File: src/rtl/i2s_tx_pkg.sv
// Shared audio constants for the I2S serial stages: slot geometry, channel encoding
// and the width of the half-period bit counter.
package i2s_tx_pkg;

    localparam int SLOTBITS_DEF = 32;

    localparam logic LRCLK_LEFT  = 1'b0;
    localparam logic LRCLK_RIGHT = 1'b1;

    // The counter must reach SLOTBITS+1 so that an over-long half-period is distinguishable.
    function automatic int cnt_width(input int slotbits);
        return $clog2(slotbits + 2);
    endfunction

    localparam int CNT_W_DEF = cnt_width(SLOTBITS_DEF);

endpackage

File: src/rtl/i2s_tx_if.sv
// Parallel stereo sample side and serial DAC side of the I2S transmitter.
interface i2s_tx_if #(
    parameter int BITSIZE = 16
);
    logic                      enable;
    logic                      lrclk;
    logic signed [BITSIZE-1:0] left;
    logic signed [BITSIZE-1:0] right;
    logic                      sdata;
    logic                      frame_strobe;
    logic                      frame_err;

    modport master (
        output enable, lrclk, left, right,
        input  sdata, frame_strobe, frame_err
    );

    modport slave (
        input  enable, lrclk, left, right,
        output sdata, frame_strobe, frame_err
    );

endinterface

File: src/rtl/i2s_tx.sv
// I2S transmitter: latches a stereo pair per frame, shifts MSB-first on sdata from the lrclk edge cycle.
// MSB registered in the edge cycle, LSB BITSIZE-1 bclk later; no backpressure, free-running on bclk.
module i2s_tx
    import i2s_tx_pkg::*;
#(
    parameter int BITSIZE  = 16,
    parameter int SLOTBITS = SLOTBITS_DEF
) (
    input  logic      bclk,
    input  logic      rst_n,
    i2s_tx_if.slave   bus
);

    localparam int            CW       = cnt_width(SLOTBITS);
    localparam logic [CW-1:0] CNT_ONE  = CW'(1);
    localparam logic [CW-1:0] CNT_BITS = CW'(BITSIZE);
    localparam logic [CW-1:0] CNT_SLOT = CW'(SLOTBITS);
    localparam logic [CW-1:0] CNT_MAX  = CW'(SLOTBITS + 1);

    logic               lrclk_d;
    logic               lr_edge;
    logic               armed;
    logic [CW-1:0]      cnt;
    logic [BITSIZE-1:0] shreg;
    logic [BITSIZE-1:0] held_right;
    logic [BITSIZE-1:0] load_word;

    assign lr_edge = (bus.lrclk != lrclk_d);

    // Left slot bypasses the hold register so its MSB leaves in the capture cycle.
    always_comb begin
        load_word = '0;
        if (bus.enable) begin
            load_word = (bus.lrclk == LRCLK_LEFT) ? bus.left : held_right;
        end
    end

    always_ff @(posedge bclk) begin
        if (!rst_n) begin
            lrclk_d          <= LRCLK_LEFT;
            armed            <= 1'b0;
            cnt              <= '0;
            shreg            <= '0;
            held_right       <= '0;
            bus.sdata        <= 1'b0;
            bus.frame_strobe <= 1'b0;
            bus.frame_err    <= 1'b0;
        end else begin
            lrclk_d          <= bus.lrclk;
            bus.frame_strobe <= 1'b0;
            if (lr_edge) begin
                // The first edge after reset only arms the check: the prior half is partial.
                if (armed && (cnt != CNT_SLOT)) begin
                    bus.frame_err <= 1'b1;
                end
                armed <= 1'b1;
                if (bus.lrclk == LRCLK_LEFT) begin
                    held_right       <= bus.right;
                    bus.frame_strobe <= 1'b1;
                end
                bus.sdata <= load_word[BITSIZE-1];
                shreg     <= load_word << 1;
                cnt       <= CNT_ONE;
            end else begin
                if (cnt < CNT_BITS) begin
                    bus.sdata <= shreg[BITSIZE-1];
                    shreg     <= shreg << 1;
                end else begin
                    bus.sdata <= 1'b0;
                end
                if (cnt != CNT_MAX) begin
                    cnt <= cnt + CNT_ONE;
                end
            end
        end
    end

endmodule

File: src/flat_wrapper.sv
// flat-port wrapper written by rule: the top's interface ports become plain ports
module i2s_tx_flat import i2s_tx_pkg::*;
#(
    parameter int BITSIZE  = 16,
    parameter int SLOTBITS = SLOTBITS_DEF
)
  (bclk, rst_n, bus_enable, bus_lrclk, bus_left, bus_right, bus_sdata, bus_frame_strobe, bus_frame_err);
  i2s_tx_if #(.BITSIZE(BITSIZE)) bus_i ();
  input  logic bclk;
  input  logic rst_n;
  input wire logic [$bits(bus_i.enable)-1:0] bus_enable;
  input wire logic [$bits(bus_i.lrclk)-1:0] bus_lrclk;
  input wire logic [$bits(bus_i.left)-1:0] bus_left;
  input wire logic [$bits(bus_i.right)-1:0] bus_right;
  output wire logic [$bits(bus_i.sdata)-1:0] bus_sdata;
  output wire logic [$bits(bus_i.frame_strobe)-1:0] bus_frame_strobe;
  output wire logic [$bits(bus_i.frame_err)-1:0] bus_frame_err;
  assign bus_i.enable = bus_enable;
  assign bus_i.lrclk = bus_lrclk;
  assign bus_i.left = bus_left;
  assign bus_i.right = bus_right;
  assign bus_sdata = bus_i.sdata;
  assign bus_frame_strobe = bus_i.frame_strobe;
  assign bus_frame_err = bus_i.frame_err;
  i2s_tx #(.BITSIZE(BITSIZE), .SLOTBITS(SLOTBITS)) u_core (.bclk(bclk), .rst_n(rst_n), .bus(bus_i));
endmodule
File: config.mk
export PLATFORM = sky130hd
export DESIGN_NAME = i2s_tx_flat
export DESIGN_NICKNAME = d
export VERILOG_FILES = /design/src/rtl/i2s_tx_pkg.sv /design/src/rtl/i2s_tx_if.sv /design/src/rtl/i2s_tx.sv /design/src/flat_wrapper.sv
export SDC_FILE = /design/constraint.sdc
export NUM_CORES = 1
export LEC_CHECK = 0
export ABC_AREA = 0
export CAP_MARGIN = 15
export CORE_MARGIN = 8
export CORE_UTILIZATION = 51
export CTS_CLUSTER_SIZE = 24
export DETAILED_ROUTE_END_ITERATION = 8
export PLACE_DENSITY = 0.75
export SYNTH_ARGS = -nofsm -noshare
export SYNTH_HDL_FRONTEND = slang
export SYNTH_SLANG_ARGS = --single-unit
File: constraint.sdc
create_clock -name bclk -period 2.2 [get_ports bclk]
set_clock_uncertainty 0.15 [all_clocks]
set_input_delay 0.22 -clock bclk [delete_from_list [all_inputs] [get_ports bclk]]
set_output_delay 0.22 -clock bclk [all_outputs]
set_load 0.02 [all_outputs]
Word-level counts from Yosys, hierarchy flattened
Index checks and enable logic that the tools add are counted.
{ "totals": {"register_bits": 42, "latch_bits": 0, "ram_bits": 0, "rom_bits": 0, "in_bits": 36, "elab_cells": 32, "memories": 0} }
{ "classes": {"addsub": 1, "n_mul": 0, "n_div": 0, "magnitude_cmp": 1, "eq_ne": 3, "shift": 0, "muxes": 9, "bitwise": 2, "n_reduce_logical": 7} }
{ "op_table": {"columns": ["op", "count"], "rows": [
  ["16-bit 2-to-1 mux", 4],
  ["6-bit != test, second input constant", 2],
  ["6-bit by 1-bit adder with 6-bit output, second input constant", 1],
  ["6-bit by 5-bit < comparator with 1-bit output, second input constant", 1],
  ["2-bit AND reduction", 3],
  ["1-bit 2-to-1 mux", 5],
  ["2-bit nonzero test", 2],
  ["1-bit inverter", 2],
  ["2-bit OR reduction", 1],
  ["1-bit logical AND", 1],
  ["1-bit != test", 1]
]} }

Depth between registers and ports, before layout
Gate-level depths: netlist of run 1.
{ "logic_depth": {"depth_word": 3, "mapped_depth": 10, "ltp_nobuf": 5} }

Worst setup path after synthesis of run 1
Ideal clock, no wire load.
{ "synth_path": {"path_kind": "input -> register", "from": "in bus_lrclk", "to": "reg u_core.shreg[14]", "setup_ns": 0.066, "arrival_time_ns": 1.602, "path_slack_ns": 0.382, "cell_stages": 10, "n_path_buf": 5, "path_cell_list": "buf_6 > buf_6 > inv_1 > ha_1 > buf_6 > nand2b_4 > buf_6 > buf_6 > a2bb2oi_1 > a21oi_2"} }
{ "synth_via": {"elab_chain_cells": 3, "word_cells_on_any_way": 5, "cone_classes": "eq/ne (1); mux (3); reduce/logical (1)"} }
{ "synth_lines": {"columns": ["item", "line_no", "source"], "rows": [
  ["start, declared", "flat_wrapper.sv:12", "input wire logic [$bits(bus_i.lrclk)-1:0] bus_lrclk;"],
  ["16-bit 2-to-1 mux", "i2s_tx.sv:34", "load_word = (bus.lrclk == LRCLK_LEFT) ? bus.left : held_right;"],
  ["16-bit 2-to-1 mux", "i2s_tx.sv:33", "if (bus.enable) begin"],
  ["16-bit 2-to-1 mux", "i2s_tx.sv:51", "if (lr_edge) begin"],
  ["end signal, assigned", "i2s_tx.sv:62", "shreg <= load_word << 1;"],
  ["end signal, assigned", "i2s_tx.sv:67", "shreg <= shreg << 1;"],
  ["end, declared", "i2s_tx.sv:24", "logic [BITSIZE-1:0] shreg;"]
]} }
Several ways; a longest one is shown, not always the timed one.
A chain may end at the register's enable or synchronous reset.

Worst setup path in the final report of run 1
{ "layout_path": {"from": "in bus_lrclk", "to": "reg u_core.held_right[15]"} }
{ "layout_via": {"elab_chain_cells": 2, "word_cells_on_any_way": 3, "cone_classes": "eq/ne (1); bitwise (1); reduce/logical (1)"} }
{ "layout_lines": {"columns": ["item", "line_no", "source"], "rows": [
  ["1-bit != test / 1-bit inverter (equally long branches)", null, null],
  ["2-bit AND reduction (no line) (*)", null, null],
  ["end signal, assigned", "i2s_tx.sv:58", "held_right <= bus.right;"],
  ["end, declared", "i2s_tx.sv:25", "logic [BITSIZE-1:0] held_right;"]
]} }
Every way passes the cells marked *; elsewhere a longest branch is shown, timed or not.

==> results of run 1 <==
-- path summary, 6_finish.rpt --
kind                  start                     to  slack [ps]  cells past startpoint
max reg2reg  u_core.lrclk_d  u_core.held_right[15]         500                      3
min            u_core.armed           u_core.armed         330                      2
max               bus_lrclk  u_core.held_right[15]         400                      5
min reg2reg    u_core.armed           u_core.armed         330                      2
-- routing by layer --
metal / part of all wire / wire (µm)
met1: 0.46 / 1890
met5: 0 / 0
met2: 0.47 / 1920
met4: 0.0088 / 36
met3: 0.059 / 243
-- flip-flops by register name, summed over array words and instances, names as in the netlist --
register / count
u_core.armed: 1
u_core.bus.frame_err: 1
u_core.bus.frame_strobe: 1
u_core.bus.sdata: 1
u_core.cnt: 6
u_core.held_right: 16
u_core.lrclk_d: 1
u_core.shreg: 15
-- cell families (layout without fill, tap and decap cells) --
kind of cell               count (synthesis)  after routing  synth area share
buffers and inverters                     19             54            0.0607
adders and majority gates                  4              4            0.0256
and+or+nand+nor                           40             40             0.128
xor gates and xnor gates                   3              3            0.0134
AOI/OAI and AO/OA                         52             52             0.174
DFF                                       42             42             0.430
muxes                                     33             33             0.169
-- power groups by stage --
stage | Clock (mW) | Sequential, mW | Combinational [mW]
2_1_floorplan | 0 | 0.823 | 0.145
3_3_place_gp | 0 | 0.821 | 0.226
3_5_place_dp | 0 | 0.823 | 0.234
4_1_cts | 0.520 | 0.806 | 0.235
5_1_grt | 0.560 | 0.810 | 0.254
6_report | 0.511 | 0.806 | 0.234
-- cell type report --
| cell class | instances | share of cell area |
|---|---|---|
| inverter | 4 | 0.00622 |
| multi-input combinational | 132 | 0.413 |
| clock buffer | 7 | 0.0358 |
| sequential | 42 | 0.348 |
| timing repair buffer | 42 | 0.170 |
| tap | 48 | 0.0249 |
| clock inverter | 1 | 0.00207 |
-- critical path, stage by stage --
cell and delay [ps]:
clkdlybuf4s50_1 420, inv_1 60, ha_1 790, mux2i_1 280, nor2b_1 60
-- layout by cell type (no fill, tap or decap), types with 2 or more instances in the layout --
master	Yosys	routed
buf_4	1	4
ha_1	4	4
inv_1	4	4
xor2_1	2	2
dfxtp_1	42	42
a2bb2oi_1	13	13
mux2i_1	33	33
nor2_1	6	6
nor2b_1	16	16
a21oi_1	14	14
nand3_1	3	3
and2_1	2	2
o21ai_0	15	15
clkbuf_8	0	6
o21a_1	3	3
clkdlybuf4s50_1	0	38
nand2_1	5	5
-- per-stage QoR --
stage	utilization	worst slack, ps	instances
after floorplan	-	382	193
after global placement	0.630	130	268
after detailed placement	0.630	64.2	268
after CTS	0.655	380	276
after global routing	0.655	260	276
final	0.655	404	276
==> flow_summary.json, run 1 <==
{
  "power_leakage_nw": 0.906,
  "drt-vias-per-instance": 5.39,
  "gr-usage-met3": 0.0518,
  "synth_most_common_cell": "dfxtp_1",
  "power_density_nw_per_um2": 642,
  "io_buffers": 38,
  "antenna_found_initial": 0,
  "cts_sinks": 42,
  "nFillCells": 309,
  "hold_buffers": 0,
  "status": "completed",
  "overflow": 0,
  "wl_per_cell_um": 14.8,
  "tritoncts": "done",
  "use_met1": 0.159,
  "setup_violations": 0,
  "num_vias": 1488,
  "routabilityCongestion": 0.693,
  "synth_area_um2": 1960,
  "clkTransAtPathRegs_ps": 80,
  "async_flop_share": 0,
  "synth-edff-count": 0,
  "critPathMaxFanout": 16,
  "synth_flop_cell": "dfxtp_1",
  "htreeDepth": 2,
  "cap_viol_max_count": 0,
  "clkPwrFrac": 0.329,
  "hold_class": "flip-flop to flip-flop",
  "min_period_ps": 1800,
  "diodes": 0,
  "ant_nets": 0,
  "die_h_um": 77.9,
  "die_area_um2": 6080,
  "postCtsSetupRepairBufs": 0,
  "stdcell_area_um2": 2410,
  "max-slew-margin-rel": 0.358,
  "routed_wl_mm": 4.09,
  "drive_gt1_frac": 0.0702,
  "synth_fp_nets": 233,
  "layout.nets": 267,
  "p_comb_frac": 0.151,
  "yosysTopAreaCell": "dfxtp_1",
  "p_seq_frac": 0.520,
  "grt_use_total": 0.139,
  "worst_pin_slew_ps": 963,
  "grt_busiest_layer": "met2",
  "insertion_delay_ps": 290,
  "start_util": 0.531,
  "rsz0062_at_grt": "false",
  "power_mw": 1.55,
  "start_kind": "input port",
  "register_area_um2": 841,
  "avgSynthCellArea_um2": 10.1,
  "fp-row-count": 22,
  "finalMaxSlewViolations": 0,
  "hold_viol": 0,
  "area_delta_synth_final_pct": 23.4,
  "drt-pass1-iter-count": 4,
  "setup_tns_ps": 0,
  "root_buffer": "clkbuf_8",
  "grt_max_degree": 41,
  "holdWs_ps": 326,
  "critPathCaptureType": "flip-flop",
  "worstPathArrival_ps": 1830,
  "switchingPower_mw": 0.372,
  "p_int_mw": 1.18,
  "ir_drop_uv": 393,
  "grt_pass1_wl_mm": 7.08,
  "coreArea_um2": 3690,
  "clockBufferDepth": 2,
  "netlist.area_leader.share": 0.430,
  "fp.dieW_um": 77.9,
  "cts_resized": 0,
  "critPathKind": "input port to flip-flop",
  "synth_area_leaders": "dfxtp_1 43%, mux2i_1 17%, a2bb2oi_1 5.8%",
  "grt_use_met2": 0.233,
  "syn_inst": 193,
  "swShare": 0.240,
  "synth_seq_cells": 42,
  "yosysSeqAreaShare": 0.430,
  "multi_input_area_um2": 997,
  "grt_pass1_vias": 1567,
  "cts_buffers": 5,
  "synth_cell_type_count": 34,
  "cp.required_ps": 2240,
  "drc": 0,
  "io_pins": 39,
  "dp_hpwl_mm": 2.81,
  "period_share": 0.817,
  "place_area_um2": 2320,
  "yosys_warnings": 0,
  "clock.fmax_mhz": 557,
  "synthTopCellsByCount": "42 x dfxtp_1, 33 x mux2i_1, 16 x nor2b_1",
  "drt-initial-drc-count": 113
}
Power figures use the tool's default switching activity.
==> run 2: changes to the inputs <==
CORE_UTILIZATION = 46   (was 51)
PLACE_DENSITY = 0.71   (was 0.75)
clock period = 1.6 ns   (was 2.2 ns; I/O delays follow)
==> flow_summary.json, run 2 (same netlist as run 1, synthesis figures left out) <==
{
  "fin_ws_ps": 44.4,
  "pre_cts_ws_ps": -316,
  "grt_pass1_wl_mm": 7.72,
  "max-slew-margin-rel": 0.572,
  "stdcell_area_um2": 2630,
  "cts_buffers": 5,
  "worst_pin_slew_ps": 642,
  "holdWs_ps": 294,
  "num_vias": 1583,
  "die_h_um": 81.2,
  "ir_drop_uv": 542,
  "routabilityCongestion": 0.793,
  "setup_violations": 0,
  "rsz0062_at_grt": "false",
  "min_period_ps": 1560,
  "die_area_um2": 6600,
  "grt_pass1_vias": 1637,
  "overflow": 0,
  "coreArea_um2": 4060,
  "clockBufferDepth": 2,
  "antenna_found_initial": 0,
  "largest_reg_flops": 16,
  "regMostFlops": "u_core.held_right",
  "io_buffers": 38,
  "period_share": 0.972,
  "hold_buffers": 0,
  "place_area_um2": 2470,
  "clkTransAtPathRegs_ps": 80,
  "reg_top3": "u_core.held_right x16, u_core.shreg x15, u_core.cnt x6",
  "area_delta_synth_final_pct": 34.2,
  "ant_nets": 0,
  "crit_buf_inv": 1,
  "layout.nets": 276,
  "critPathMaxFanout": 2,
  "power_density_nw_per_um2": 903,
  "routed_wl_mm": 4.86,
  "tritoncts": "done",
  "cts_sinks": 42,
  "path_delay_family": "buffers and inverters",
  "cp.required_ps": 1290,
  "drt-initial-drc-count": 69,
  "fp.dieW_um": 81.2,
  "fp-row-count": 23,
  "setup_tns_ps": 0,
  "wl_per_cell_um": 17.0,
  "grt_max_degree": 41,
  "critPathKind": "flip-flop to output pin",
  "hold_class": "input port to flip-flop",
  "drt-vias-per-instance": 5.53,
  "drc": 0,
  "grt_use_total": 0.149,
  "diodes": 0,
  "dp_hpwl_mm": 3.21,
  "crit_chain": "clkdlybuf4s50_1",
  "final_cell_mix": "42 x dfxtp_1, 37 x clkdlybuf4s50_1, 33 x mux2i_1",
  "final_common_cell": "dfxtp_1",
  "crit_path_top_delay_cell": "clkdlybuf4s50_1",
  "root_buffer": "clkbuf_8",
  "drt-pass1-iter-count": 4,
  "critPathCaptureType": "output pin",
  "hold_viol": 0,
  "htreeDepth": 2,
  "power_leakage_nw": 0.985,
  "insertion_delay_ps": 300,
  "start_kind": "flip-flop",
  "worstPathArrival_ps": 1250,
  "io_pins": 39,
  "cap_viol_max_count": 0,
  "finalMaxSlewViolations": 0,
  "drive_gt1_frac": 0.148,
  "utilization": 0.647,
  "status": "completed",
  "crit_path_max_incr_delay_ps": 610,
  "clock.fmax_mhz": 643,
  "start_util": 0.482
}
-- run 2: cell count changes in the layout (fill, tap and decap cells not counted), moves of 2 or more --
cell and delta:
a2bb2oi_1 -8, a2bb2oi_2 +8, buf_12 +4, buf_4 +3, o21ai_0 -2, o21ai_1 +2
-- run 2: final cells by class --
cell class	count	area, µm²
clock buffer	6	82.6
clock inverter	1	30.0
fill	344	1430
inverter	4	17.5
multi-input combinational	134	1080
sequential	42	841
tap	50	62.6
timing repair buffer	49	515
-- run 2: what timing repair did --
| action | 4_1_cts | 5_1_grt |
|---|---|---|
| gates resized for setup | 0 | 3 |
| buffers inserted | 2 | 1 |
| pin swaps | 0 | 1 |
| cloned | 0 | 2 |
| setup endpoints to repair | 3 | 11 |
| hold endpoints to repair | 0 | 0 |
-- run 2: where the power goes --
group	switching [mW]	internal, mW
Sequential	0.0266	1.08
Clock	0.369	0.499
Combinational	0.157	0.235
-- run 2: worst paths after layout --
path         cells past startpoint  slack [ps]                 endpoint                  from
min reg2reg                      1         320     u_core.bus.frame_err  u_core.bus.frame_err
min                              4         290  u_core.bus.frame_strobe             bus_lrclk
max                              1          40            bus_frame_err  u_core.bus.frame_err
max reg2reg                      5          80          u_core.shreg[2]        u_core.lrclk_d
-- run 2: per-layer routing --
metal / wire, µm / GRT usage / vias to the layer above
li1: - / - / 776
met1: 2120 / 0.172 / 761
met2: 2400 / 0.249 / 38
met3: 261 / 0.0397 / 8
met4: 83 / 0.0750 / 0
met5: 0 / 0 / -
-- run 2: through the flow --
stage                     std cells  power (mW)
final                           286        2.37
after global routing            286        2.45
after CTS                       283        2.37
after detailed placement        274        1.51
after global placement          274        1.50
after floorplan                 193        1.36
==> run 3: changes to the inputs <==
CORE_UTILIZATION = 45   (was 46)
CTS_CLUSTER_DIAMETER = 40   (was unset)
HOLD_SLACK_MARGIN = 0.03   (was unset)
PLACE_DENSITY = 0.7   (was 0.71)
==> flow_summary.json, run 3 (same netlist as run 1, synthesis figures left out) <==
{
  "status": "completed",
  "cts_resized": 0,
  "die_h_um": 81.9,
  "grt_pass1_vias": 1529,
  "routabilityCongestion": 0.710,
  "period_share": 0.973,
  "layout.nets": 275,
  "largest_reg_flops": 16,
  "clockBufferDepth": 2,
  "hold_viol": 0,
  "cts_buffers": 5,
  "path_delay_family": "buffers and inverters",
  "setup_violations": 0,
  "dr_wl_met2_mm": 1.75,
  "pre_cts_ws_ps": -277,
  "crit_path_max_incr_delay_ps": 520,
  "drt-pass1-iter-count": 2,
  "drt-initial-drc-count": 99,
  "die_area_um2": 6710,
  "clkTransAtPathRegs_ps": 70,
  "overflow": 0,
  "worst_pin_slew_ps": 566,
  "reg_top3": "u_core.held_right x16, u_core.shreg x15, u_core.cnt x6",
  "cap_viol_max_count": 0,
  "grt_max_degree": 27,
  "rsz0062_at_grt": "false",
  "io_pins": 39,
  "ir_drop_uv": 516,
  "met3_wirelength_um": 282,
  "critPathMaxFanout": 16,
  "hold_buffers": 0,
  "dp_hpwl_mm": 2.82,
  "clock.fmax_mhz": 642,
  "start_util": 0.459,
  "grt_use_total": 0.131,
  "cts_sinks": 42,
  "crit_buf_inv": 2,
  "crit_path_top_delay_cell": "clkdlybuf4s50_1",
  "drt-vias-per-instance": 5.09,
  "diodes": 0,
  "setup_tns_ps": 0,
  "postCtsSetupRepairBufs": 0,
  "power_mw": 2.29,
  "worstPathArrival_ps": 1570,
  "final_cell_mix": "42 x dfxtp_1, 38 x clkdlybuf4s50_1, 33 x mux2i_1",
  "drive_gt1_frac": 0.140,
  "power_density_nw_per_um2": 891,
  "start_kind": "input port",
  "place_area_um2": 2470,
  "num_vias": 1467,
  "finalMaxSlewViolations": 0,
  "htreeDepth": 2,
  "cp.required_ps": 1610,
  "antenna_found_initial": 0,
  "grt_pass1_wl_mm": 6.89,
  "wl_per_cell_um": 14.1,
  "max-slew-margin-rel": 0.621,
  "crit_chain": "clkdlybuf4s50_1 -> inv_4 -> ha_4 -> nand2b_4 -> a2bb2oi_1 -> a21oi_1",
  "io_buffers": 38,
  "ant_nets": 0,
  "hold_class": "flip-flop to flip-flop",
  "min_period_ps": 1560,
  "area_delta_synth_final_pct": 31.5,
  "insertion_delay_ps": 290,
  "tritoncts": "done",
  "regMostFlops": "u_core.held_right",
  "routed_wl_mm": 4.07,
  "fp.dieW_um": 81.9,
  "fin_ws_ps": 42.8,
  "power_leakage_nw": 0.958,
  "routed.top_layer": "met4",
  "critPathCaptureType": "flip-flop",
  "wl_met1_mm": 1.99,
  "critPathKind": "input port to flip-flop",
  "fp-row-count": 24,
  "stdcell_area_um2": 2570,
  "root_buffer": "clkbuf_8",
  "coreArea_um2": 4260,
  "final_common_cell": "dfxtp_1",
  "holdWs_ps": 325,
  "drc": 0
}
-- run 3: metrics by stage --
stage / utilization / instances
after floorplan: - / 193
after global placement: 0.578 / 280
after detailed placement: 0.578 / 280
after CTS: 0.603 / 288
after global routing: 0.603 / 288
final: 0.603 / 288
-- run 3: per-layer routing --
metal / track usage / vias to the layer above
met1: 0.164 / 664
met3: 0.0569 / 6
met2: 0.196 / 32
met4: 0.0421 / 0
li1: - / 765
met5: 0 / -
-- run 3: path summary, 6_finish.rpt --
kind	start	endpoint	slack, ps	cells past startpoint
setup / recovery	bus_lrclk	u_core.shreg[6]	40	6
hold / removal	u_core.bus.frame_err	u_core.bus.frame_err	330	1
setup reg to reg	u_core.lrclk_d	u_core.shreg[6]	130	4
hold reg to reg	u_core.bus.frame_err	u_core.bus.frame_err	330	1
-- run 3: power breakdown --
group          switching [mW]  total (mW)  internal (mW)  leakage (nW)
combinational           0.143       0.357          0.214         0.563
clock                   0.359       0.826          0.467        0.0524
sequential             0.0244        1.11           1.08         0.342
total                   0.527        2.29           1.77         0.958
-- run 3: layout make-up --
cell class	instances	area [µm²]
tap	52	65.1
fill	395	1690
sequential	42	841
clock inverter	1	30.0
clock buffer	7	76.3
inverter	4	17.5
timing repair buffer	50	483
multi-input combinational	132	1060
